--- src/rtl/output_port_arbiter.sv ---
// Round-robin output-port arbiter for one NoC switch port: filters requesters by
// destination range, grants bounded bursts, and registers the winning flit.
module output_port_arbiter #(
   parameter int DataWidth = 32,
   parameter int NumReq    = 3,
   parameter int DestMin   = 1,
   parameter int DestMax   = 1,
   parameter int MaxBurst  = 2
) (
   input  logic                          i_mclk,
   input  logic                          i_reset,
   input  logic [NumReq*DataWidth-1:0]   i_req_data,
   input  logic [NumReq-1:0]             i_req_valid,
   output logic [NumReq-1:0]             o_req_ready,
   output logic [DataWidth-1:0]          o_data,
   output logic                          o_data_valid,
   input  logic                          i_data_ready,
   output logic [$clog2(NumReq)-1:0]     o_owner,
   output logic [15:0]                   o_flit_count
);

   localparam int                 OwnW      = $clog2(NumReq);
   localparam int                 CntW      = (MaxBurst > 1) ? $clog2(MaxBurst) : 1;
   localparam logic [CntW-1:0]    BurstLast = CntW'(MaxBurst - 1);
   localparam logic [7:0]         DestLo    = 8'(DestMin);
   localparam logic [7:0]         DestHi    = 8'(DestMax);
   localparam logic [OwnW-1:0]    OwnerRst  = OwnW'(NumReq - 1);

   // Handshake: a requester flit moves when i_req_valid[i] & o_req_ready[i] are
   // both high at a rising edge; o_req_ready never depends on o_req_ready itself.
   // The output flit moves when o_data_valid & i_data_ready are both high, and
   // o_data/o_data_valid hold steady while o_data_valid=1 and i_data_ready=0.

   logic [NumReq-1:0]    elig;
   logic [CntW-1:0]      cnt;
   logic                 out_free;
   logic                 accept;
   logic                 hold;
   logic                 found;
   logic [OwnW-1:0]      winner;
   logic [DataWidth-1:0] win_flit;

   for (genvar g = 0; g < NumReq; g++) begin : g_elig
      logic [7:0] dest;
      assign dest    = i_req_data[g*DataWidth + DataWidth - 8 +: 8];
      assign elig[g] = i_req_valid[g] & (dest >= DestLo) & (dest <= DestHi);
   end

   assign out_free = ~o_data_valid | i_data_ready;
   assign accept   = ~i_reset & out_free & (|elig);

   // cnt never exceeds BurstLast, so inequality means the burst is still open.
   always_comb begin
      int idx;
      idx    = 0;
      found  = 1'b0;
      winner = o_owner;
      hold   = elig[o_owner] && (cnt != BurstLast);
      if (hold) begin
         found = 1'b1;
      end else begin
         for (int k = 1; k <= NumReq; k++) begin
            idx = int'(o_owner) + k;
            if (idx >= NumReq) idx = idx - NumReq;
            if (!found && elig[idx]) begin
               found  = 1'b1;
               winner = OwnW'(idx);
            end
         end
      end
   end

   always_comb begin
      win_flit    = '0;
      o_req_ready = '0;
      for (int i = 0; i < NumReq; i++) begin
         if (winner == OwnW'(i)) begin
            win_flit       = i_req_data[i*DataWidth +: DataWidth];
            o_req_ready[i] = accept & found;
         end
      end
   end

   always_ff @(posedge i_mclk or posedge i_reset) begin
      if (i_reset) begin
         o_data       <= '0;
         o_data_valid <= 1'b0;
         o_flit_count <= '0;
         o_owner      <= OwnerRst;
         cnt          <= '0;
      end else if (accept) begin
         o_data       <= win_flit;
         o_data_valid <= 1'b1;
         o_flit_count <= o_flit_count + 16'd1;
         if (winner == o_owner) begin
            if (cnt != BurstLast) cnt <= cnt + CntW'(1);
         end else begin
            o_owner <= winner;
            cnt     <= '0;
         end
      end else if (i_data_ready && o_data_valid) begin
         o_data_valid <= 1'b0;
      end
   end

   a_ready_onehot : assert property (@(posedge i_mclk) disable iff (i_reset)
      $onehot0(o_req_ready));

   a_stall_no_ready : assert property (@(posedge i_mclk) disable iff (i_reset)
      (o_data_valid && !i_data_ready) |-> (o_req_ready == '0));

endmodule
--- config.mk ---
export PLATFORM = sky130hd
export DESIGN_NAME = output_port_arbiter
export DESIGN_NICKNAME = d
export VERILOG_FILES = /design/src/rtl/output_port_arbiter.sv
export SDC_FILE = /design/constraint.sdc
export NUM_CORES = 1
export LEC_CHECK = 0
export CAP_MARGIN = 25
export CORE_MARGIN = 8
export CORE_UTILIZATION = 37
export CTS_CLUSTER_DIAMETER = 120
export DETAILED_ROUTE_END_ITERATION = 7
export PLACE_DENSITY = 0.78
export SLEW_MARGIN = 15
export SYNTH_ARGS = -nofsm -noshare
export SYNTH_HDL_FRONTEND = slang
export SYNTH_SLANG_ARGS = --single-unit
--- constraint.sdc ---
create_clock -name i_mclk -period 2.5 [get_ports i_mclk]
set_input_delay 0.375 -clock i_mclk [delete_from_list [all_inputs] [get_ports i_mclk]]
set_output_delay 0.375 -clock i_mclk [all_outputs]
set_load 0.03 [all_outputs]
==> results.yml, run 1 <==
sta:
  timing.final.crit_share_pct: 119
  worst_pin_slew_ps: 640
  period_needed_ps: 2970
  final-hold-violation-count: 0
  finalClockSkew_ps: 12.6
  rsz_0062_raised_after_global_routing: "true"
  timing.fmax_mhz: 336
  hold_ws_ps: 395
  max-slew-margin-rel_pct: 57.3
  final-setup-viol-count: 36
  post-route-worst-setup-slack_ps: -472
  timing.final.max_slew_violations: 0
floorplan:
  core-area_um2: 8590
  height_of_the_die_um: 109
  floorplan.rows: 34
  ioPinCount: 156
  initial_core_util_pct: 37.5
  floorplan.die_area_um2: 11900
  die_width_um: 109
logic_synthesis:
  async_reset_ff_share_pct: 100
  synth-seq-cells: 52
  synth_cell_type_count: 59
  seq_area_frac_synth_pct: 40.4
  synth.cell_area_um2: 3220
  synth_enable_flop_cells: 0
  net_count_after_synthesis: 433
  syn-mean-instance-area_um2: 9.85
  synthesized_instance_count: 327
  yosys_warnings: 0
  dominantRegCellSynth: "dfrtp_1"
worst_setup_path:
  family_with_the_most_delay_on_the_worst_path: "compound AO/OA/AOI/OAI gates"
  worst_ep_arrival_time_ps: 2600
  critical_path.startpoint: "o_owner[1]$_DFFE_PP1P_"
  critPathBufInv: 2
  timing.critical_path.slowest_stage_cell: "dfstp_2"
  endpoint_kind: "output port"
  timing.critical_path.from_type: "register"
  worstPathMaxFanout: 7
  beginning_of_the_worst_register_to_register_path: "o_owner[0]$_DFFE_PP0P_"
  critPathMaxStageDelay_ps: 610
  critical_path_required_ps: 2120
  critical_path.cell_chain: "inv_4, ha_4, a41oi_2, a31oi_2, a21boi_2, nor2_1, o22a_1, or2_4, nor2_4, buf_6"
  worstSetupPathType: "reg2out"
clock_network:
  cts_buffer_depth: 2
  clock_pin_transition_on_the_worst_setup_and_hold_timing_paths_ps: 120
  cts_hold_repair.buffers: 0
  clock_latency_late_sink_ps: 310
  cts.sinks: 52
  clock_tree.root_cell: "clkbuf_8"
  cts_tree: "yes"
  h_tree_level_count: 2
  cts_inserted_buffers: 5
finish:
  final_common_cell: "clkdlybuf4s50_1"
  num-fill-cells: 649
  post_route_cells_drive_above_1_share_pct: 25.7
  multi_input_comb_area_um2: 1980
  sequential_cell_area_um2: 1300
  diodes_inserted: 0
  nets_finish: 642
  synthToLayoutAreaGrowth_pct: 78.2
  commonest_cells_after_routing_fill_and_taps_aside: "clkdlybuf4s50_1 (129), buf_4 (52), dfrtp_1 (50)"
grt:
  grt-ovfl-total: 0
  wire_length_of_the_first_global_routing_pass_mm: 17.9
  first_global_vias: 3615
  antenna_found_initial: 0
  pin_count_of_the_biggest_net_entering_global_routing: 33
  grt.total_usage_pct: 18.8
power_and_ir_drop:
  power_mw: 1.97
  leakage_nw: 2.48
  vdd_drop_max_uv: 255
  p_per_area_nw_per_um2: 344
routing:
  route.antenna.remaining_nets: 0
  routed_via_density: 5.29
  routedWlPerCell_um: 18.7
  route.final.wire_length_mm: 12.1
  post-route-drc-count: 0
  vias: 3415
  drtIter0Drc: 179
  detail_route.first_pass.iterations: 4
outcome:
  outcome: "finished, violations left"
  failed_checks: "setup timing"
placement:
  buffer_ports.inserted: 155
  dp_slack_ps: -586
  place.gp.congestion: 0.910
  dpl.hpwl_mm: 8.65
worst_hold_path:
  min-delay-path-class: "in2reg"
  worstHoldStart: "i_req_data[59]"
job:
  max-cap-violations: 0
==> worst min-delay path: stages <==
cell and delay (ps):
clkbuf_2 110, inv_1 50, o221ai_1 120
==> layer usage <==
| metal | vias up | track usage (%) | wire, um |
|---|---|---|---|
| met4 | 0 | 4.34 | 302 |
| li1 | 1601 | - | - |
| met1 | 1642 | 21.0 | 4470 |
| met2 | 140 | 34.4 | 6420 |
| met3 | 32 | 5.51 | 882 |
| met5 | - | 0 | 0 |
==> where the power goes <==
part | leakage (nW) | total (mW) | internal, mW | switching [mW]
logic | 1.73 | 0.533 | 0.285 | 0.249
registers | 0.708 | 0.915 | 0.886 | 0.0296
clock network | 0.0423 | 0.526 | 0.205 | 0.321
total | 2.48 | 1.97 | 1.38 | 0.599
==> sequential cells by signal, indices dropped and copies added, names as in the netlist <==
signal	count
cnt	1
o_owner	2
o_data	32
o_data_valid	1
o_flit_count	16
==> cells in the mapped netlist (all sizes together), types with 2 or more instances <==
| cell type | n | area, um2 |
|---|---|---|
| nor4b | 2 | 38.8 |
| nor3b | 2 | 20.0 |
| o31ai | 2 | 15.0 |
| nor2 | 15 | 61.3 |
| dfrtp | 51 | 1280 |
| clkbuf | 6 | 22.5 |
| nor2b | 3 | 18.8 |
| and4 | 3 | 26.3 |
| o21ai | 5 | 40.0 |
| a41oi | 2 | 17.5 |
| mux2i | 32 | 320 |
| nand4 | 11 | 68.8 |
| ha | 4 | 50.1 |
| xnor2 | 14 | 123 |
| nor4 | 2 | 33.8 |
| a21oi | 2 | 10.0 |
| inv | 36 | 135 |
| and3 | 3 | 18.8 |
| o221ai | 33 | 295 |
| a31oi | 4 | 25.0 |
| nand2b | 3 | 26.3 |
| nand3 | 8 | 50.1 |
| nand4b | 2 | 17.5 |
| buf | 8 | 91.3 |
| or2 | 3 | 18.8 |
| nand2 | 50 | 188 |
==> area by class of cell <==
| cell class | instances | share of cell area (%) |
|---|---|---|
| repair buffers | 216 | 36.3 |
| multi-input cells | 224 | 34.4 |
| flip-flops and latches | 52 | 22.7 |
| inverters | 37 | 2.55 |
| well taps | 108 | 2.35 |
| clock buffers | 5 | 1.20 |
| clock inverters | 3 | 0.458 |
==> path summary, 6_finish.rpt <==
check                      depth (start not counted)                      endpoint  slack (ps)
min in group asynchronous                          2   o_flit_count[4]$_DFFE_PP0P_         580
setup / recovery                                  10                o_req_ready[0]        -470
setup reg to reg                                  12        o_data[24]$_DFFE_PP0P_        -270
max in group asynchronous                          3        o_data[12]$_DFFE_PP0P_        1350
hold / removal                                     3        o_data[27]$_DFFE_PP0P_         390
hold reg to reg                                    1  o_flit_count[15]$_DFFE_PP0P_         480
==> timing repair <==
item	in CTS	in global routing
pin swaps	20	21
buffers inserted	14	8
gates resized for setup	47	52
setup endpoints to repair	46	48
==> stage by stage <==
stage / cell area (um2) / instances / utilization, % / TNS (ps)
after floorplan: 3280 / 327 / - / -2710
after global placement: 5190 / 617 / 60.4 / -21630
after detailed placement: 5190 / 617 / 60.4 / -24130
after CTS: 5550 / 639 / 64.6 / -6840
after global routing: 5740 / 645 / 66.8 / -11270
final: 5740 / 645 / 66.8 / -7500
==> logic make-up after synthesis <==
kind of cell / Yosys count / synth area share [%]
compound gates: 60 / 16.5
buf+inv: 51 / 7.84
fa+ha+maj: 4 / 1.55
mux: 32 / 9.94
flops: 52 / 40.4
xor+xnor: 15 / 4.08
simple gates: 113 / 19.7
(Power assumes the default switching activity.)
==> run 2: changes to the inputs <==
--- a/config.mk
+++ b/config.mk
@@ -6,8 +6,10 @@
 export NUM_CORES = 1
 export LEC_CHECK = 0
 export CAP_MARGIN = 25
+export CELL_PAD_IN_SITES_DETAIL_PLACEMENT = 2
+export CELL_PAD_IN_SITES_GLOBAL_PLACEMENT = 2
 export CORE_MARGIN = 8
-export CORE_UTILIZATION = 37
+export CORE_UTILIZATION = 21
 export CTS_CLUSTER_DIAMETER = 120
 export DETAILED_ROUTE_END_ITERATION = 7
 export PLACE_DENSITY = 0.78
==> run 2 against run 1 <==
Compared with the run above: the flow still finishes with violations (setup timing); utilization decreased by 26 points; sequential share of layout area decreased by 1.5 points; critical path depth unchanged; final cell count increased by 13%; largest cell class unchanged.
==> results.yml, run 2 (synthesized netlist as in run 1, its figures left out) <==
power_and_ir_drop:
  pwr-share-seq_pct: 42.4
  leakage_nw: 2.53
  p_per_area_nw_per_um2: 352
  power.combinational.fraction_pct: 26.3
  p_clk_share_pct: 31.3
  power_switching_uw: 613
  vdd_drop_max_uv: 244
  power_switching_share_pct: 28.3
  internal_power_mw: 1.55
worst_setup_path:
  worst_ep_arrival_time_ps: 2540
  critical_path_required_ps: 2120
  worst-r2r-setup-slack_ps: -250
  endpoint_kind: "output port"
  worstSetupPathType: "reg2out"
  beginning_of_the_worst_register_to_register_path: "o_owner[1]$_DFFE_PP1P_"
  worstPathMaxFanout: 5
  timing.critical_path.from_type: "register"
  r2r-end: "o_data[9]$_DFFE_PP0P_"
  worstRegToRegCells: 14
finish:
  finish.instance_area_um2: 6160
  commonest_cells_after_routing_fill_and_taps_aside: "clkdlybuf4s50_1 (125), dfrtp_1 (50), nand2_1 (49)"
  largest_register_ff_count: 32
  max_flop_register: "o_data"
  nets_finish: 648
  num-fill-cells: 1594
  post_route_cells_drive_above_1_share_pct: 30.2
  synthToLayoutAreaGrowth_pct: 91.3
  layout.cells.non_filler: 731
  reg.largest.list: "o_data (32), o_flit_count (16), o_owner (2)"
  diodes_inserted: 0
  final_common_cell: "clkdlybuf4s50_1"
placement:
  placed_cells_incl_taps: 701
  buffer_ports.inserted: 155
  placement_cell_area_um2: 5370
  place.gp.congestion: 0.783
  dpl.hpwl_mm: 11.4
clock_network:
  h_tree_level_count: 2
  cts_inserted_buffers: 5
  clock_latency_late_sink_ps: 290
  cts_hold_repair.buffers: 0
  cts.sinks: 52
  clock_tree.root_cell: "clkbuf_16"
  clock_pin_transition_on_the_worst_setup_and_hold_timing_paths_ps: 70
  cts_buffer_depth: 2
  cts_tree: "yes"
floorplan:
  initial_core_util_pct: 21.4
  floorplan.rows: 45
  height_of_the_die_um: 140
  floorplan.die_area_um2: 19600
  ioPinCount: 156
  core-area_um2: 15100
  die_width_um: 140
routing:
  post-route-drc-count: 0
  route.final.wire_length_mm: 15.5
  routedWlPerCell_um: 21.2
  vias: 3454
  routed_via_density: 4.73
  route.antenna.remaining_nets: 0
  detail_route.first_pass.iterations: 4
  drtIter0Drc: 81
worst_hold_path:
  min_to: "o_data[27]$_DFFE_PP0P_"
  min_path_cells: 3
  min-delay-path-class: "in2reg"
  worstHoldStart: "i_req_data[59]"
sta:
  timing.final.crit_share_pct: 117
  rsz_0062_raised_after_global_routing: "true"
  hold_ws_ps: 421
  max-slew-margin-rel_pct: 73.2
  worst_pin_slew_ps: 401
  fin_setup_tns_ps: -7080
  timing.final.max_slew_violations: 0
  final-hold-violation-count: 0
  period_needed_ps: 2920
  timing.fmax_mhz: 343
  post-route-worst-setup-slack_ps: -418
  finalClockSkew_ps: 8.69
  final-setup-viol-count: 36
grt:
  antenna_found_initial: 0
  first_global_vias: 4159
  pin_count_of_the_biggest_net_entering_global_routing: 53
  grt.total_usage_pct: 15.2
  wire_length_of_the_first_global_routing_pass_mm: 23.6
  grt-ovfl-total: 0
job:
  max-cap-violations: 0
outcome:
  outcome: "finished, violations left"
  failed_checks: "setup timing"
==> run 2: layout make-up <==
class                   count  area (um2)  share of cell area, %
clock buffers               6         129                   2.09
clock inverters             2        12.5                  0.203
inverters                  37         149                   2.42
multi-input cells         224        2110                   34.2
flip-flops and latches     52        1300                   21.2
well taps                 188         235                   3.82
repair buffers            222        2230                   36.1
==> run 2: power groups by stage <==
stage	Sequential [mW]	Combinational [mW]	Clock, mW
after floorplan	1.02	0.113	0
after global placement	0.929	0.509	0
after detailed placement	0.934	0.526	0
after CTS	0.918	0.542	0.717
after global routing	0.925	0.606	0.741
final	0.917	0.570	0.679
==> run 2: stage by stage <==
| stage | worst slack (ps) | power, mW | utilization [%] |
|---|---|---|---|
| 6_report | -418 | 2.17 | 40.8 |
| 3_3_place_gp | -660 | 1.44 | 35.6 |
| 5_1_grt | -491 | 2.27 | 40.8 |
| 3_5_place_dp | -790 | 1.46 | 35.6 |
| 2_1_floorplan | -191 | 1.13 | - |
| 4_1_cts | -385 | 2.18 | 38.9 |
==> run 2: worst max-delay path, stage by stage (launching register included) <==
cell and delay, ps:
dfstp_2 590, inv_4 60, ha_4 250, buf_6 130, a31oi_4 190, a21boi_4 200, nor2_1 60, o22a_1 200
or2_4 270, nor2_4 160, buf_12 130
==> run 2: worst max path at each step <==
| stage | from | end | slack [ps] | depth (start not counted) |
|---|---|---|---|---|
| CTS | o_owner[1]$_DFFE_PP1P_ | o_req_ready[2] | -390 | 10 |
| global route | o_owner[1]$_DFFE_PP1P_ | o_req_ready[2] | -490 | 10 |
| detailed placement | i_req_data[59] | o_req_ready[2] | -790 | 10 |
| finish | o_owner[1]$_DFFE_PP1P_ | o_req_ready[2] | -420 | 10 |
| global placement | i_req_data[88] | o_data[12]$_DFFE_PP0P_ | -660 | 12 |
| floorplan | o_owner[0]$_DFFE_PP0P_ | o_req_ready[0] | -190 | 9 |
==> run 2: metal layers <==
layer / vias up / global-route usage, % / routed length, um
met5: - / 0 / 0
met3: 17 / 4.38 / 806
li1: 1607 / - / -
met2: 94 / 29.5 / 8880
met4: 0 / 4.11 / 272
met1: 1736 / 15.3 / 5550
==> run 2: timing repair <==
action | CTS | global route
gates resized for setup | 80 | 73
buffers inserted | 10 | 12
endpoints found under the setup margin | 48 | 48
gates cloned | 1 | 1
pin swaps | 19 | 54
==> run 3: changes to the inputs <==
--- a/config.mk
+++ b/config.mk
@@ -5,14 +5,15 @@
 export SDC_FILE = /design/constraint.sdc
 export NUM_CORES = 1
 export LEC_CHECK = 0
+export ABC_AREA = 1
 export CAP_MARGIN = 25
 export CELL_PAD_IN_SITES_DETAIL_PLACEMENT = 2
 export CELL_PAD_IN_SITES_GLOBAL_PLACEMENT = 2
 export CORE_MARGIN = 8
-export CORE_UTILIZATION = 21
+export CORE_UTILIZATION = 20
 export CTS_CLUSTER_DIAMETER = 120
 export DETAILED_ROUTE_END_ITERATION = 7
-export PLACE_DENSITY = 0.78
+export PLACE_DENSITY_LB_ADDON = 0.1
 export SLEW_MARGIN = 15
 export SYNTH_ARGS = -nofsm -noshare
 export SYNTH_HDL_FRONTEND = slang
==> run 3 against run 2 <==
Compared with the run above: critical endpoint unchanged; power is 5.7% higher; utilization fell by 3.4 points; the flow still finishes with violations (setup timing); global-route usage is 0.23 points higher.
==> results.yml, run 3 <==
finish:
  commonest_cells_after_routing_fill_and_taps_aside: "nand2_1 (167), clkdlybuf4s50_1 (133), nand3_1 (77)"
  synthToLayoutAreaGrowth_pct: 84.4
  diodes_inserted: 0
  finish.instance_area_um2: 6980
  final_common_cell: "nand2_1"
  largest_register_ff_count: 32
  reg.largest.list: "o_data (32), o_flit_count (16), o_owner (2)"
  nets_finish: 902
  max_flop_register: "o_data"
  layout.cells.non_filler: 1031
  post_route_cells_drive_above_1_share_pct: 24.2
logic_synthesis:
  synthesized_instance_count: 575
  synth.cell_area_um2: 3780
  synth_top_cell_area_share_pct: 33.7
  net_count_after_synthesis: 681
  async_reset_ff_share_pct: 100
  synth_cell_type_count: 32
  dominantRegCellSynth: "dfrtp_1"
  seq_area_frac_synth_pct: 34.4
  synth_top_cell_by_area: "dfrtp_1"
  synth_top_cells_by_count: "nand2_1 (196), nand3_1 (93), inv_1 (80)"
  syn-mean-instance-area_um2: 6.58
  yosys_warnings: 0
  synth_enable_flop_cells: 0
  synth-seq-cells: 52
  post_synth_main_area_contributors: "dfrtp_1 (34%), nand2_1 (19%), nand3_1 (12%)"
  yosys.cell_count.top_type: "nand2_1"
sta:
  timing.final.crit_share_pct: 113
  timing.final.max_slew_violations: 0
  final-setup-viol-count: 38
  rsz_0062_raised_after_global_routing: "true"
  period_needed_ps: 2810
  final-hold-violation-count: 0
  post-route-worst-setup-slack_ps: -314
  finalClockSkew_ps: 8.47
  timing.fmax_mhz: 355
  hold_ws_ps: 368
  worst_pin_slew_ps: 384
  max-slew-margin-rel_pct: 74.3
grt:
  grt-ovfl-total: 0
  grt.total_usage_pct: 15.4
  pin_count_of_the_biggest_net_entering_global_routing: 32
  wire_length_of_the_first_global_routing_pass_mm: 29.2
  antenna_found_initial: 0
  first_global_vias: 5235
floorplan:
  floorplan.die_area_um2: 23600
  ioPinCount: 156
  die_width_um: 154
  initial_core_util_pct: 20.3
  height_of_the_die_um: 154
  core-area_um2: 18600
  floorplan.rows: 50
routing:
  routedWlPerCell_um: 19.0
  route.final.wire_length_mm: 19.5
  detail_route.first_pass.iterations: 4
  drtIter0Drc: 102
  routed_via_density: 4.61
  post-route-drc-count: 0
  vias: 4754
  route.antenna.remaining_nets: 0
worst_setup_path:
  r2r-end: "o_data[28]$_DFFE_PP0P_"
  beginning_of_the_worst_register_to_register_path: "o_owner[1]$_DFFE_PP1P_"
  critical_path_required_ps: 2120
  worstPathMaxFanout: 7
  worst_setup_path_endpoint: "o_req_ready[2]"
  worstRegToRegCells: 19
  timing.critical_path.from_type: "register"
  endpoint_kind: "output port"
  worstSetupPathType: "reg2out"
  worst-r2r-setup-slack_ps: -130
  critical_path.startpoint: "o_owner[1]$_DFFE_PP1P_"
  worst_ep_arrival_time_ps: 2440
placement:
  place.gp.congestion: 0.871
  dpl.hpwl_mm: 14.4
  placement_cell_area_um2: 5980
  dp_slack_ps: -408
  placed_cells_incl_taps: 987
  buffer_ports.inserted: 155
power_and_ir_drop:
  leakage_nw: 3.58
  p_per_area_nw_per_um2: 328
  vdd_drop_max_uv: 244
  power_mw: 2.29
clock_network:
  clock_latency_late_sink_ps: 300
  cts.sinks: 52
  cts_tree: "yes"
  h_tree_level_count: 2
  clock_tree.root_cell: "clkbuf_16"
  clock_pin_transition_on_the_worst_setup_and_hold_timing_paths_ps: 80
  cts_inserted_buffers: 5
  cts_buffer_depth: 2
outcome:
  failed_checks: "setup timing"
  outcome: "finished, violations left"
job:
  max-cap-violations: 0
worst_hold_path:
  min-delay-path-class: "in2async"
run 3: report_power, final:
group / total [mW] / switching [mW] / leakage [nW] / internal [mW]
clock network: 0.748 / 0.366 / 0.0719 / 0.382
registers: 0.913 / 0.0286 / 0.686 / 0.885
logic: 0.628 / 0.305 / 2.82 / 0.323
run 3: cells by family after synthesis:
| logic type | Yosys count | share of synthesized area (%) |
|---|---|---|
| simple gates | 376 | 45.4 |
| mux | 1 | 0.265 |
| fa+ha+maj | 4 | 1.32 |
| flops | 52 | 34.4 |
| xor+xnor | 13 | 3.01 |
| compound gates | 16 | 2.58 |
| buf+inv | 113 | 13.0 |
run 3: timing repair:
item | CTS | global route
gates cloned | 3 | 4
buffers inserted | 13 | 25
hold buffers | 0 | 0
setup endpoints to repair | 35 | 43
resized for setup | 50 | 83
pin swaps | 26 | 49
run 3: stage by stage:
stage	utilization [%]	TNS (ps)
final	37.4	-3180
after global routing	37.4	-9170
after CTS	34.8	-2670
after detailed placement	32.1	-14350
after global placement	32.1	-13240
after floorplan	-	-545
run 3: cell type report:
class                      instances  area, um2
fill                            2155      11700
timing repair buffer             246       2550
multi-input combinational        410       2360
sequential                        52       1300
inverter                          81        312
tap                              234        293
clock buffer                       5        125
clock inverter                     3       27.5
run 3: routing by layer:
metal	vias to the layer above	part of all wire, %	global-route usage (%)
met5	-	0	0
met4	0	1.6	3.08
met3	21	5.8	4.46
met2	116	51	27.4
met1	2340	42	18.1
li1	2277	-	-
run 3: worst min path at each step:
stage	depth (start not counted)	slack (ps)	to
floorplan	2	450	cnt$_DFFE_PP0P_
global placement	2	460	o_data[29]$_DFFE_PP0P_
detailed placement	2	470	o_data[0]$_DFFE_PP0P_
CTS	2	370	o_data[19]$_DFFE_PP0P_
global route	2	380	o_data[19]$_DFFE_PP0P_
finish	2	370	o_data[19]$_DFFE_PP0P_
run 3: worst max-delay path, cell delays in order, from the launching register on:
cell and delay, ps:
dfstp_2 560, inv_4 40, ha_4 350, inv_4 70, buf_4 130, nand3_2 70
nand2_2 70, nand3_2 110, nand2_4 80, o21ai_4 240, nand3_2 150, nor2_4 110
buf_6 130
